File: src/rtl/volume_sampler.sv
// Latch-strobe timer and sampler for the volume lc_dpll: strobes the LPF latch,
// captures lpf_i a fixed delay later and queues samples in a small show-ahead FIFO.
module volume_sampler #(
  parameter int DATA_W     = 32,
  parameter int DIV        = 48,
  parameter int SAMPLE_DLY = 2,
  parameter int DEPTH_W    = 2
) (
  input  logic              clk_i,
  input  logic              rst_n_i,
  input  logic              en_i,
  input  logic              clr_i,
  input  logic [DATA_W-1:0] lpf_i,
  output logic              ltch_o,
  input  logic              rd_i,
  output logic [DATA_W-1:0] rd_data_o,
  output logic              empty_o,
  output logic              full_o,
  output logic [DEPTH_W:0]  level_o,
  output logic              ovf_o
);

  localparam int DEPTH = 2 ** DEPTH_W;
  localparam int CNT_W = (DIV > 1) ? $clog2(DIV) : 1;
  localparam logic [CNT_W-1:0] CNT_MAX  = CNT_W'(DIV - 1);
  localparam logic [DEPTH_W:0] LVL_FULL = (DEPTH_W + 1)'(DEPTH);

  logic [CNT_W-1:0]      cnt_q, cnt_d;
  logic                  ltch_q, ltch_d;
  logic [SAMPLE_DLY-1:0] dly_q, dly_d, dly_sh;
  logic [DATA_W-1:0]     smp_q, smp_d;
  logic [DATA_W-1:0]     mem_q [DEPTH];
  logic [DATA_W-1:0]     mem_d [DEPTH];
  logic [DEPTH_W-1:0]    wr_ptr_q, wr_ptr_d, rd_ptr_q, rd_ptr_d;
  logic [DEPTH_W:0]      lvl_q, lvl_d;
  logic                  ovf_q, ovf_d;
  logic                  push, empty, full, pop_ok, push_ok;

  // Divider: held at zero while disabled so the first strobe lands DIV cycles after enable
  always_comb begin
    cnt_d  = cnt_q;
    ltch_d = 1'b0;
    if (clr_i || !en_i) begin
      cnt_d = '0;
    end else begin
      ltch_d = (cnt_q == CNT_MAX);
      cnt_d  = (cnt_q == CNT_MAX) ? '0 : cnt_q + 1'b1;
    end
  end

  generate
    if (SAMPLE_DLY == 1) begin : g_dly1
      assign dly_sh = ltch_q;
    end else begin : g_dlyn
      assign dly_sh = {dly_q[SAMPLE_DLY-2:0], ltch_q};
    end
  endgenerate

  // Capture lpf_i on the edge the strobe leaves the delay line; the FIFO write follows
  always_comb begin
    dly_d = clr_i ? '0 : dly_sh;
    smp_d = dly_d[SAMPLE_DLY-1] ? lpf_i : smp_q;
  end

  assign push    = dly_q[SAMPLE_DLY-1];
  assign empty   = (lvl_q == '0);
  assign full    = (lvl_q == LVL_FULL);
  assign pop_ok  = rd_i && !empty;
  assign push_ok = push && (!full || pop_ok);

  always_comb begin
    mem_d    = mem_q;
    wr_ptr_d = wr_ptr_q;
    rd_ptr_d = rd_ptr_q;
    lvl_d    = lvl_q;
    ovf_d    = ovf_q;
    if (clr_i) begin
      wr_ptr_d = '0;
      rd_ptr_d = '0;
      lvl_d    = '0;
      ovf_d    = 1'b0;
    end else begin
      if (push_ok) begin
        mem_d[wr_ptr_q] = smp_q;
        wr_ptr_d        = wr_ptr_q + 1'b1;
      end
      if (pop_ok) rd_ptr_d = rd_ptr_q + 1'b1;
      if (push && !push_ok) ovf_d = 1'b1;
      case ({push_ok, pop_ok})
        2'b10:   lvl_d = lvl_q + 1'b1;
        2'b01:   lvl_d = lvl_q - 1'b1;
        default: lvl_d = lvl_q;
      endcase
    end
  end

  always_ff @(posedge clk_i or negedge rst_n_i) begin
    if (!rst_n_i) begin
      cnt_q    <= '0;
      ltch_q   <= 1'b0;
      dly_q    <= '0;
      smp_q    <= '0;
      wr_ptr_q <= '0;
      rd_ptr_q <= '0;
      lvl_q    <= '0;
      ovf_q    <= 1'b0;
      for (int i = 0; i < DEPTH; i++) mem_q[i] <= '0;
    end else begin
      cnt_q    <= cnt_d;
      ltch_q   <= ltch_d;
      dly_q    <= dly_d;
      smp_q    <= smp_d;
      wr_ptr_q <= wr_ptr_d;
      rd_ptr_q <= rd_ptr_d;
      lvl_q    <= lvl_d;
      ovf_q    <= ovf_d;
      mem_q    <= mem_d;
    end
  end

  assign ltch_o    = ltch_q;
  assign rd_data_o = empty ? '0 : mem_q[rd_ptr_q];
  assign empty_o   = empty;
  assign full_o    = full;
  assign level_o   = lvl_q;
  assign ovf_o     = ovf_q;

endmodule

File: config.mk
export PLATFORM = sky130hd
export DESIGN_NAME = volume_sampler
export DESIGN_NICKNAME = d
export VERILOG_FILES = /design/src/rtl/volume_sampler.sv
export SDC_FILE = /design/constraint.sdc
export NUM_CORES = 1
export LEC_CHECK = 0
export ABC_AREA = 0
export CORE_UTILIZATION = 58
export CTS_CLUSTER_DIAMETER = 100
export DETAILED_ROUTE_END_ITERATION = 6
export PLACE_DENSITY = 0.8
export SLEW_MARGIN = 25
export SYNTH_ARGS = -nofsm -noshare
export SYNTH_HDL_FRONTEND = slang
export SYNTH_SLANG_ARGS = --single-unit
File: constraint.sdc
create_clock -name clk_i -period 2.9 [get_ports clk_i]
set_clock_uncertainty 0.2 [all_clocks]
set_input_delay 0.58 -clock clk_i [delete_from_list [all_inputs] [get_ports clk_i]]
set_output_delay 0.58 -clock clk_i [all_outputs]
set_load 0.01 [all_outputs]
==> results of run 1 <==
[stage by stage]
| stage | hold slack [ps] | setup WS, ps | instances | power [mW] | cell area [um^2] |
|---|---|---|---|---|---|
| 2_1_floorplan | 84.4 | 535 | 512 | 2.55 | 8500 |
| 3_3_place_gp | 274 | 179 | 750 | 2.66 | 9480 |
| 3_5_place_dp | 291 | 105 | 750 | 2.67 | 9480 |
| 4_1_cts | 307 | 5.94 | 784 | 4.94 | 10000 |
| 5_1_grt | 314 | 11.0 | 784 | 5.05 | 10100 |
| 6_report | 300 | 88.8 | 784 | 4.89 | 10100 |
[cell families after synthesis]
group                    Yosys count  synth area share (%)
AO/OA/AOI/OAI                     14                  1.13
XOR/XNOR                           7                 0.721
adder cells (fa/ha/maj)            6                 0.971
buffers and inverters             43                  4.74
flip-flops                       177                  52.1
multiplexers                     194                  35.2
AND/OR/NAND/NOR                   71                  5.15
[metal layers]
layer / vias to the layer above / part of all wire, % / global-route usage, %
met1: 2422 / 44 / 32.7
li1: 1997 / - / -
met3: 13 / 3.8 / 5.54
met2: 107 / 51 / 38.5
met4: 0 / 1.2 / 7.23
met5: - / 0 / 0
[critical path, stage by stage, from the launching register on]
cell           delay [ps]
dfrtp_2               420
buf_12                210
mux4_2                520
nor2b_1               160
dlygate4sd2_1         290
[cells in the mapped netlist (all sizes together)]
library cell / n / area share (%)
buf: 29 / 4.1
mux4: 32 / 8.5
and2b: 1 / 0.10
fa: 1 / 0.24
nand2: 5 / 0.22
a21oi: 3 / 0.18
nor4: 1 / 0.074
mux2: 161 / 27
and2: 1 / 0.074
nand3: 5 / 0.29
clkbuf: 8 / 0.35
mux2i: 1 / 0.12
o311ai: 2 / 0.21
nor4bb: 5 / 0.59
o211ai: 1 / 0.088
nor2: 11 / 0.49
o2111ai: 2 / 0.21
nor2b: 34 / 2.5
dfrtp: 177 / 52
nand2b: 1 / 0.074
or2: 1 / 0.074
or3: 1 / 0.074
o21ai: 2 / 0.12
o31ai: 1 / 0.088
xnor2: 2 / 0.21
a41oi: 1 / 0.10
a31oi: 2 / 0.15
nand3b: 1 / 0.088
inv: 6 / 0.26
or4: 1 / 0.088
xor2: 5 / 0.51
and3: 1 / 0.074
nor4b: 1 / 0.28
nor3: 1 / 0.059
ha: 5 / 0.74
[where the power goes]
part / internal (mW) / leakage (nW) / switching (mW)
sequential: 2.48 / 2.46 / 0.0125
clock: 1.32 / 0.282 / 0.954
combinational: 0.0601 / 1.90 / 0.0690
total: 3.85 / 4.64 / 1.04
[final cells by class]
| cell class | instances | area share, % |
|---|---|---|
| clock inverter | 12 | 1.32 |
| tap | 180 | 2.24 |
| clock buffer | 20 | 4.54 |
| sequential | 177 | 44.1 |
| timing repair buffer | 97 | 10.3 |
| multi-input combinational | 292 | 37.3 |
| inverter | 6 | 0.224 |
[sequential cells by signal, indices dropped and copies added, names as in the netlist]
register and cells:
dly_q 2, cnt_q 6, ovf_o 1, level_o 3, ltch_o 1, mem_q 128, rd_ptr_q 2, wr_ptr_q 2
smp_q 32
[timing repair]
| action | 4_1_cts | 5_1_grt |
|---|---|---|
| resized for setup | 32 | 4 |
| endpoints found under the hold margin | 53 | 0 |
| setup buffers | 1 | 0 |
| hold buffers | 1 | 0 |
| endpoints found under the setup margin | 32 | 2 |
[final timing paths]
path | from | slack (ps) | endpoint | cells past startpoint
max in group asynchronous | rst_n_i | 1160 | rd_ptr_q[1] | 3
worst min register to register | ltch_o | 300 | dly_q[0] | 1
worst max register to register | level_o[2] | 410 | level_o[2] | 5
worst max-delay path | rd_ptr_q[0] | 90 | rd_data_o[13] | 4
min in group asynchronous | rst_n_i | 480 | smp_q[16] | 2
worst min-delay path | ltch_o | 300 | dly_q[0] | 1
==> flow_metrics.tcl, run 1 <==
set metrics [dict create \
    clkTransAtPathRegs_ps 70 \
    hold_path_class "reg -> reg" \
    worst-endpoint-required_ps 2120 \
    drive_gt1_share_pct 42.9 \
    num_vias 4539 \
    ir_worst_vdd_uv 410 \
    syn_inst 512 \
    drt-vias-per-instance 5.79 \
    critPathArrivalTime_ps 2030 \
    grt_overflow 0 \
    setup_viol 0 \
    seq_area_um2 4430 \
    drt-total-wl_um 16200 \
    grt_pass1_vias 5061 \
    numPortBuffers 75 \
    clk-insertion-delay-late_ps 420 \
    grt_max_degree 65 \
    utilization_pct 71.3 \
    final_cell_mix "dfrtp_1, mux2_4, clkdlybuf4s50_1" \
    p_leak_nw 4.64 \
    crit_path_max_fanout 19 \
    fin_setup_tns_ps 0 \
    die-area_um2 15200 \
    rsz0062_at_grt "no" \
    ys_ff_latch 177 \
    multi_input_area_um2 3750 \
    synth-seq-area-share_pct 52.1 \
    drt-initial-drc-count 215 \
    antenna_left 0 \
    grt_pass1_wl_um 26800 \
    cts_root_buf "clkbuf_16" \
    wl_per_cell_um 20.6 \
    antenna_cells 0 \
    ys_types 41 \
    cts.sinks 177 \
    coreArea_um2 14100 \
    row_count 43 \
    antenna_found_initial 0 \
    cts_tree "yes" \
    cp-start-kind "register" \
    die_w_um 123 \
    outcome "completed" \
    ctsLongestPathBuffers 2 \
    dp_hpwl_um 10100 \
    hold_viol_final 0 \
    ios 76 \
    critPathKind "reg -> out" \
    fill_cells 905 \
    powerDensity_nw_per_um2 486 \
    end_kind "output port" \
    final_common_cell "dfrtp_1" \
    finalCritPeriodShare_pct 96.9 \
    initial_core_util_pct 60.3 \
    worst_slew_pin_slew_ps 747 \
    syn_to_final_growth_pct 18.2 \
    netlist_area_um2 8500 \
    cts_max_level 4 \
    max-cap-violations 0 \
    die_h_um 123 \
    min_period_ps 2810 \
    max_freq_mhz 356 \
    final_net_count 634 \
    cts_buffers 17 \
    track_usage_pct 23.9 \
    synthesis.nets 555 \
    synth_area_per_cell_um2 16.6 \
    place_congestion 0.761 \
    relSlewSlack_pct 49.6 \
    route.detailed.drc 0 \
    final_max_slew_viol_count 0 \
    first_pass_iters 4 \
    yosys_warnings 0 \
]
Note: power is estimated with default switching activity, not from simulation.
==> inputs of run 2 (changes only) <==
--- a/config.mk
+++ b/config.mk
@@ -10,6 +10,7 @@
 export CTS_CLUSTER_DIAMETER = 100
 export DETAILED_ROUTE_END_ITERATION = 6
 export PLACE_DENSITY = 0.8
+export RECOVER_POWER = 100
 export SLEW_MARGIN = 25
 export SYNTH_ARGS = -nofsm -noshare
 export SYNTH_HDL_FRONTEND = slang
==> run 2 against run 1 <==
First-iteration DRC count decreased by 15%. Clock power barely moved. Combinational power fell by 5%. Flip-flop and latch count unchanged. Wire length down 1.5%. Maximum frequency barely moved.
==> flow_metrics.tcl, run 2 (synthesis gave the netlist of run 1 again) <==
set metrics [dict create \
    p_leak_nw 4.66 \
    drive_gt1_share_pct 26.7 \
    outcome "completed" \
    critPathKind "reg -> out" \
    ctsLongestPathBuffers 2 \
    antenna_cells 0 \
    worst_slew_pin_slew_ps 1440 \
    die_w_um 123 \
    antenna_found_initial 0 \
    syn_to_final_growth_pct 12.5 \
    cp-start-kind "register" \
    place_congestion 0.761 \
    clk-insertion-delay-late_ps 420 \
    final_max_slew_viol_count 0 \
    powerDensity_nw_per_um2 510 \
    crit_path_max_fanout 19 \
    rsz0062_at_grt "no" \
    finalCritPeriodShare_pct 97.0 \
    reg.largest.list "mem_q x128, smp_q x32, cnt_q x6" \
    route.detailed.drc 0 \
    final_common_cell "dfrtp_1" \
    instances_no_fill 784 \
    cts_max_level 4 \
    coreArea_um2 14100 \
    critPathArrivalTime_ps 2030 \
    relSlewSlack_pct 4.00 \
    initial_core_util_pct 60.3 \
    grt_max_degree 65 \
    reg2reg_depth 5 \
    switching_power_mw 1.03 \
    fin_setup_tns_ps 0 \
    seq_area_um2 4430 \
    dp_hpwl_um 10100 \
    grt_overflow 0 \
    intPower_mw 3.85 \
    track_usage_pct 23.9 \
    max_freq_mhz 356 \
    hold_path_depth 1 \
    largest_reg_flops 128 \
    die_h_um 123 \
    largest-register "mem_q" \
    fill_cells 1036 \
    setup_viol 0 \
    pwr-share-clk_pct 46.4 \
    clkTransAtPathRegs_ps 60 \
    antenna_left 0 \
    first_pass_iters 4 \
    worst_path_largest_cell_delay_ps 530 \
    drt-total-wl_um 15900 \
    final.setup.worst_slack_ps 88.0 \
    cts_buffers 17 \
    final_cell_mix "dfrtp_1, mux2_1, mux2_2" \
    wl_per_cell_um 20.3 \
    p_sw_share_pct 21.1 \
    die-area_um2 15200 \
    grt_pass1_vias 5061 \
    cts_root_buf "clkbuf_16" \
    ir_worst_vdd_uv 413 \
    hold_path_class "reg -> reg" \
    ios 76 \
    cts.sinks 177 \
    grt_pass1_wl_um 26800 \
    drt-vias-per-instance 5.74 \
    multi_input_area_um2 3350 \
    numPortBuffers 75 \
    cp_slowest_cell "mux4_2" \
    dp.cells 750 \
    worstPathCellList "buf_12 -> mux4_2 -> nor2b_1 -> dlygate4sd2_1" \
    final_net_count 634 \
    max-cap-violations 0 \
    num_vias 4497 \
    p_comb_share_pct 2.5 \
    worst-endpoint-required_ps 2120 \
    power_frac_seq_pct 51.0 \
    post-place-ws_ps 105 \
    end_kind "output port" \
    hold_viol_final 0 \
    row_count 43 \
    cts_tree "yes" \
    min_period_ps 2810 \
    drt-initial-drc-count 182 \
]
run 2: cell count changes in the layout (fill, tap and decap cells not counted), moves of 2 or more:
cell,change
mux2_1,+93
mux2_4,-93
clkdlybuf4s50_1,-6
dlygate4sd3_1,+6
buf_12,-5
buf_4,-5
clkbuf_2,+4
clkbuf_4,+3
nor4bb_4,-3
clkbuf_1,+2
nor4bb_2,+2
run 2: area by class of cell:
class	instances	area share, %
sequential	177	46.4
multi-input combinational	292	35.0
timing repair buffer	97	9.91
clock buffer	20	4.77
tap	180	2.35
clock inverter	12	1.39
inverter	6	0.235
run 2: worst paths after layout:
path                             startpoint            end  slack [ps]
worst max-delay path            rd_ptr_q[0]  rd_data_o[13]          90
worst min-delay path              mem_q[52]      mem_q[52]         280
worst max register to register   level_o[2]     mem_q[121]         240
worst min register to register    mem_q[52]      mem_q[52]         280
max in group asynchronous           rst_n_i    rd_ptr_q[1]         380
min in group asynchronous           rst_n_i      smp_q[16]         810
run 2: per-stage QoR:
stage | hold WS (ps) | power (mW) | util (%) | cell area, um^2
after floorplan | 84.4 | 2.55 | - | 8500
after global placement | 274 | 2.66 | 67.2 | 9480
after detailed placement | 291 | 2.67 | 67.2 | 9480
after CTS | 307 | 4.94 | 71.2 | 10000
after global routing | 297 | 5.04 | 67.9 | 9570
final | 283 | 4.88 | 67.9 | 9570
run 2: power groups by stage:
| stage | combinational [mW] | sequential (mW) | clock [mW] |
|---|---|---|---|
| finish | 0.122 | 2.49 | 2.27 |
| global route | 0.139 | 2.49 | 2.41 |
| CTS | 0.134 | 2.49 | 2.32 |
| detailed placement | 0.131 | 2.54 | 0 |
| global placement | 0.125 | 2.53 | 0 |
| floorplan | 0.0182 | 2.53 | 0 |
run 2: routing by layer:
layer	GRT usage (%)	part of all wire, %	vias up
li1	-	-	1995
met1	32.7	44	2376
met2	38.5	50	114
met3	5.54	4.1	12
met4	7.23	1.0	0
met5	0	0	-
run 2: worst max-delay path, delay by kind of cell, from the launching register on:
family / cells / cell delay (ps)
AND/OR/NAND/NOR: 1 / 160
buffers and inverters: 2 / 500
multiplexers: 1 / 530
flip-flops: 1 / 410
run 2: timing repair:
| item | CTS | global route |
|---|---|---|
| gates resized for setup | 32 | 4 |
| setup buffers | 1 | 0 |
| endpoints found under the hold margin | 53 | 0 |
| hold buffers | 1 | 0 |
| endpoints found under the setup margin | 32 | 2 |
